## src/rtl/mem_arbiter.sv

```systemverilog
// Two-port (fetch / data) arbiter sharing one memory port, one access at a time.
// Optional MEM_ARBITER_RR_EN: round-robin tie-break instead of fixed data priority.
module mem_arbiter #(
    parameter int unsigned ADDR_W = 16,
    parameter int unsigned DATA_W = 16
) (
    input  logic              clk,
    input  logic              rst,
    input  logic              i_req,
    input  logic [ADDR_W-1:0] i_addr,
    output logic              i_ack,
    output logic [DATA_W-1:0] i_rdata,
    input  logic              d_req,
    input  logic              d_wr,
    input  logic [ADDR_W-1:0] d_addr,
    input  logic [DATA_W-1:0] d_wdata,
    output logic              d_ack,
    output logic [DATA_W-1:0] d_rdata,
    output logic              mem_en,
    output logic              mem_wr,
    output logic [ADDR_W-1:0] mem_addr,
    output logic [DATA_W-1:0] mem_wdata,
    input  logic [DATA_W-1:0] mem_rdata,
    input  logic              mem_done
);

    typedef enum logic [2:0] {StIdle, StBusyI, StBusyD, StDoneI, StDoneD} state_t;

    state_t state;
    logic   grant_any;
    logic   grant_d;

`ifdef MEM_ARBITER_RR_EN
    logic last_d;  // last grant went to data; reset = fetch so data wins the first tie

    always_comb begin
        grant_any = i_req | d_req;
        grant_d   = d_req & (~i_req | ~last_d);
    end
`else
    always_comb begin
        grant_any = i_req | d_req;
        grant_d   = d_req;
    end
`endif

    // Captured address/data/direction live directly in the registered mem_* outputs.
    always_ff @(posedge clk or posedge rst) begin
        if (rst) begin
            state     <= StIdle;
            i_ack     <= 1'b0;
            d_ack     <= 1'b0;
            i_rdata   <= '0;
            d_rdata   <= '0;
            mem_en    <= 1'b0;
            mem_wr    <= 1'b0;
            mem_addr  <= '0;
            mem_wdata <= '0;
`ifdef MEM_ARBITER_RR_EN
            last_d    <= 1'b0;
`endif
        end else begin
            i_ack <= 1'b0;
            d_ack <= 1'b0;
            case (state)
                StIdle: begin
                    if (grant_any) begin
                        mem_en <= 1'b1;
`ifdef MEM_ARBITER_RR_EN
                        last_d <= grant_d;
`endif
                        if (grant_d) begin
                            state     <= StBusyD;
                            mem_addr  <= d_addr;
                            mem_wdata <= d_wdata;
                            mem_wr    <= d_wr;
                        end else begin
                            state     <= StBusyI;
                            mem_addr  <= i_addr;
                            mem_wdata <= '0;
                            mem_wr    <= 1'b0;
                        end
                    end
                end
                StBusyI: begin
                    if (mem_done) begin
                        state   <= StDoneI;
                        mem_en  <= 1'b0;
                        i_ack   <= 1'b1;
                        i_rdata <= mem_rdata;
                    end
                end
                StBusyD: begin
                    if (mem_done) begin
                        state   <= StDoneD;
                        mem_en  <= 1'b0;
                        mem_wr  <= 1'b0;
                        d_ack   <= 1'b1;
                        d_rdata <= mem_wr ? '0 : mem_rdata;
                    end
                end
                StDoneI, StDoneD: state <= StIdle;
                default:          state <= StIdle;
            endcase
        end
    end

endmodule

```

## config.mk

```make
export PLATFORM = sky130hd
export DESIGN_NAME = mem_arbiter
export DESIGN_NICKNAME = d
export VERILOG_FILES = /design/src/rtl/mem_arbiter.sv
export SDC_FILE = /design/constraint.sdc
export NUM_CORES = 1
export LEC_CHECK = 0
export BUFFER_PORTS_ARGS = -buffer_cell sky130_fd_sc_hd__buf_2
export CORE_ASPECT_RATIO = 0.6
export CORE_UTILIZATION = 40
export CTS_BUF_LIST = sky130_fd_sc_hd__clkbuf_8
export CTS_CLUSTER_DIAMETER = 60
export DETAILED_ROUTE_END_ITERATION = 16
export HOLD_SLACK_MARGIN = 0.12
export PLACE_DENSITY = 0.74
export SYNTH_ARGS = -nofsm -noshare
export SYNTH_HDL_FRONTEND = slang
export SYNTH_SLANG_ARGS = --single-unit
```

## constraint.sdc

```tcl
create_clock -name clk -period 2.23 [get_ports clk]
set_clock_uncertainty 0.15 [all_clocks]
set_input_delay 0 -clock clk [delete_from_list [all_inputs] [get_ports clk]]
set_output_delay 0 -clock clk [all_outputs]
set_load 0.1 [all_outputs]
```

==> qor.yml <==
ys_types: 25
clk_pin_slew_ns: 0.08
path_cells: "dlygate4sd3_1 -> buf_2 -> buf_4 -> mux2_2 -> dlygate4sd3_1 -> mux2_4"
avgViaCountPerCell: 4.64
syn_area_per_cell_um2: 14.0
dpl.hpwl_um: 4720
fin_crit_sh_pct: 94.7
cp_max_fo: 19
fin_nets: 496
antenna_cells: 0
ys.flop_type: "dfrtp_1"
dieWidth_um: 114
synth_cells: 216
finalSetupViolCount: 0
initial_core_util_pct: 41.5
cpMaxStageDelayCell: "dlygate4sd3_1"
netlist.top_cell.by_area: "dfrtp_1"
syn_to_final_growth_pct: 54.5
max-slew-margin-rel_pct: 25.6
status: "finished clean"
end_kind: "register"
fin_crit_ns: 2.11
drive_gt1_share_pct: 48.5
fmax_mhz: 473
ys_seq_area_share_pct: 58.9
maxCapViolCount: 0
gr-total-overflow: 0
critPathBufInv: 4
path_delay_family: "buffers and inverters"
grt_antenna_before_repair: 0
track_usage_pct: 21.9
coreArea_um2: 7270
gp_congestion: 0.739
cts_resized: 0
routedWlPerCell_um: 15.0
clockBufferDepth: 2
synth_edf_count: 0
yosys_warnings: 0
ant_nets: 0
cts.sinks: 71
die_area_um2: 7910
io_pins: 138
die_h_um: 69.3
tns_ns: 0
grt_pass1_wl_um: 13000
multi_input_area_um2: 1120
cts_buffers: 9
port_buffers: 137
finalWirelength_um: 8010
via_count: 2480
netlist_area_um2: 3020
synthArstFlopShare_pct: 100
cp_slowest_stage_delay_ns: 0.59
syn_nets: 286
slew_violations: 0
worst_pin_slew_ns: 1.11
post_cts_buffers: 0
synthTopCellsByArea: "dfrtp_1, mux2_4, mux2_2"
final_common_cell: "buf_2"
hold_viol: 0
drt_pass1_iterations: 4
setup.worst_path.class: "primary input to register"
clockRootBuffer: "clkbuf_8"
fill_cells: 579
worstSetupStartpointType: "primary input"
hp-class: "primary input to register"
cpMostUsedCell: "dlygate4sd3_1"
drt_iter0_drc: 176
grt_max_degree: 46
grt_pass1_vias: 2581
required_ns: 2.31
seqCellArea_um2: 1780
rsz0062_at_grt: "false"
synth_seq_cells: 71
most-common-layout-cells: "buf_2, dfrtp_1, dlygate4sd3_1"
yosysTopAreaCellShare_pct: 58.9
htreeDepth: 3
drc: 0
crit_arrival_ns: 2.19
num_rows: 24
cts_tree: "yes"
insertion_delay_ns: 0.34
## cell usage after synthesis, types with 2 or more instances
| cell type | number |
|---|---|
| dfrtp_1 | 71 |
| mux2_4 | 21 |
| inv_1 | 5 |
| o21ai_1 | 5 |
| a22o_1 | 16 |
| nand2b_1 | 16 |
| buf_2 | 3 |
| o21ai_0 | 11 |
| nand2_1 | 16 |
| buf_4 | 3 |
| a21oi_1 | 2 |
| buf_6 | 5 |
| nor3_1 | 2 |
| clkbuf_1 | 3 |
| mux2_2 | 27 |
## timing repair
item                                    in CTS  in global routing
endpoints found under the setup margin       0                  0
hold buffers                                70                  0
hold endpoints to repair                   142                  0
## sequential cells by signal, indices dropped and copies added (netlist names)
name       cells
d_rdata       16
i_rdata       16
mem_addr      16
mem_wdata     16
state          3
d_ack          1
i_ack          1
mem_en         1
mem_wr         1
## cells by family (layout without fill, tap and decap cells)
kind of cell | Yosys count | in the layout | synth area share [%]
xor gates and xnor gates | 1 | 1 | 0.290
DFF | 71 | 71 | 58.9
muxes | 48 | 48 | 20.5
buffers and inverters | 19 | 234 | 4.10
and+or+nand+nor | 40 | 40 | 7.42
AOI/OAI and AO/OA | 37 | 37 | 8.79
## worst reg2reg max path, delay by kind of cell, from the launching register on
| kind | cells | cell delay [ns] |
|---|---|---|
| flip-flops | 1 | 0.46 |
| AO/OA/AOI/OAI | 1 | 0.34 |
| multiplexers | 1 | 0.42 |
| AND/OR/NAND/NOR | 1 | 0.29 |
## layout make-up
type	count	share of cell area, %
flip-flops and latches	71	38.1
repair buffers	213	30.7
multi-input cells	126	24.0
well taps	104	2.79
clock buffers	9	2.66
clock inverters	7	1.40
inverters	5	0.402
## worst paths after layout
check / from / to / slack [ns] / depth (start not counted)
worst max-delay path: d_req / mem_addr[4] / 0.12 / 6
worst max register to register: state[0] / mem_addr[4] / 0.46 / 3
worst min register to register: d_rdata[0] / d_rdata[0] / 0.33 / 2
min in group asynchronous: rst / mem_wdata[12] / 0.70 / 5
max in group asynchronous: rst / d_rdata[3] / 0.75 / 5
worst min-delay path: d_wdata[3] / mem_wdata[3] / 0.26 / 3
## per-layer routing
| metal | vias up | wire [um] | track usage, % |
|---|---|---|---|
| met5 | - | 0 | 0 |
| li1 | 1177 | - | - |
| met3 | 11 | 447 | 6.56 |
| met1 | 1200 | 3520 | 26.9 |
| met2 | 92 | 3940 | 36.2 |
| met4 | 0 | 104 | 8.37 |
## metrics by stage
stage                     std cells  worst slack [ns]  area [um2]  utilization (%)  hold WS, ns
after floorplan                 216             0.283        3020                -      -0.0372
after global routing            535            0.0766        4660             64.2        0.233
after CTS                       535             0.215        4660             64.2        0.231
after global placement          449             0.539        3770             51.9      -0.0744
after detailed placement        449             0.491        3770             51.9      -0.0634
final                           535             0.118        4660             64.2        0.258
Power is left out: the tool's default activity adds up to more than one toggle a clock period on the data nets, which glitch-free logic cannot reach.
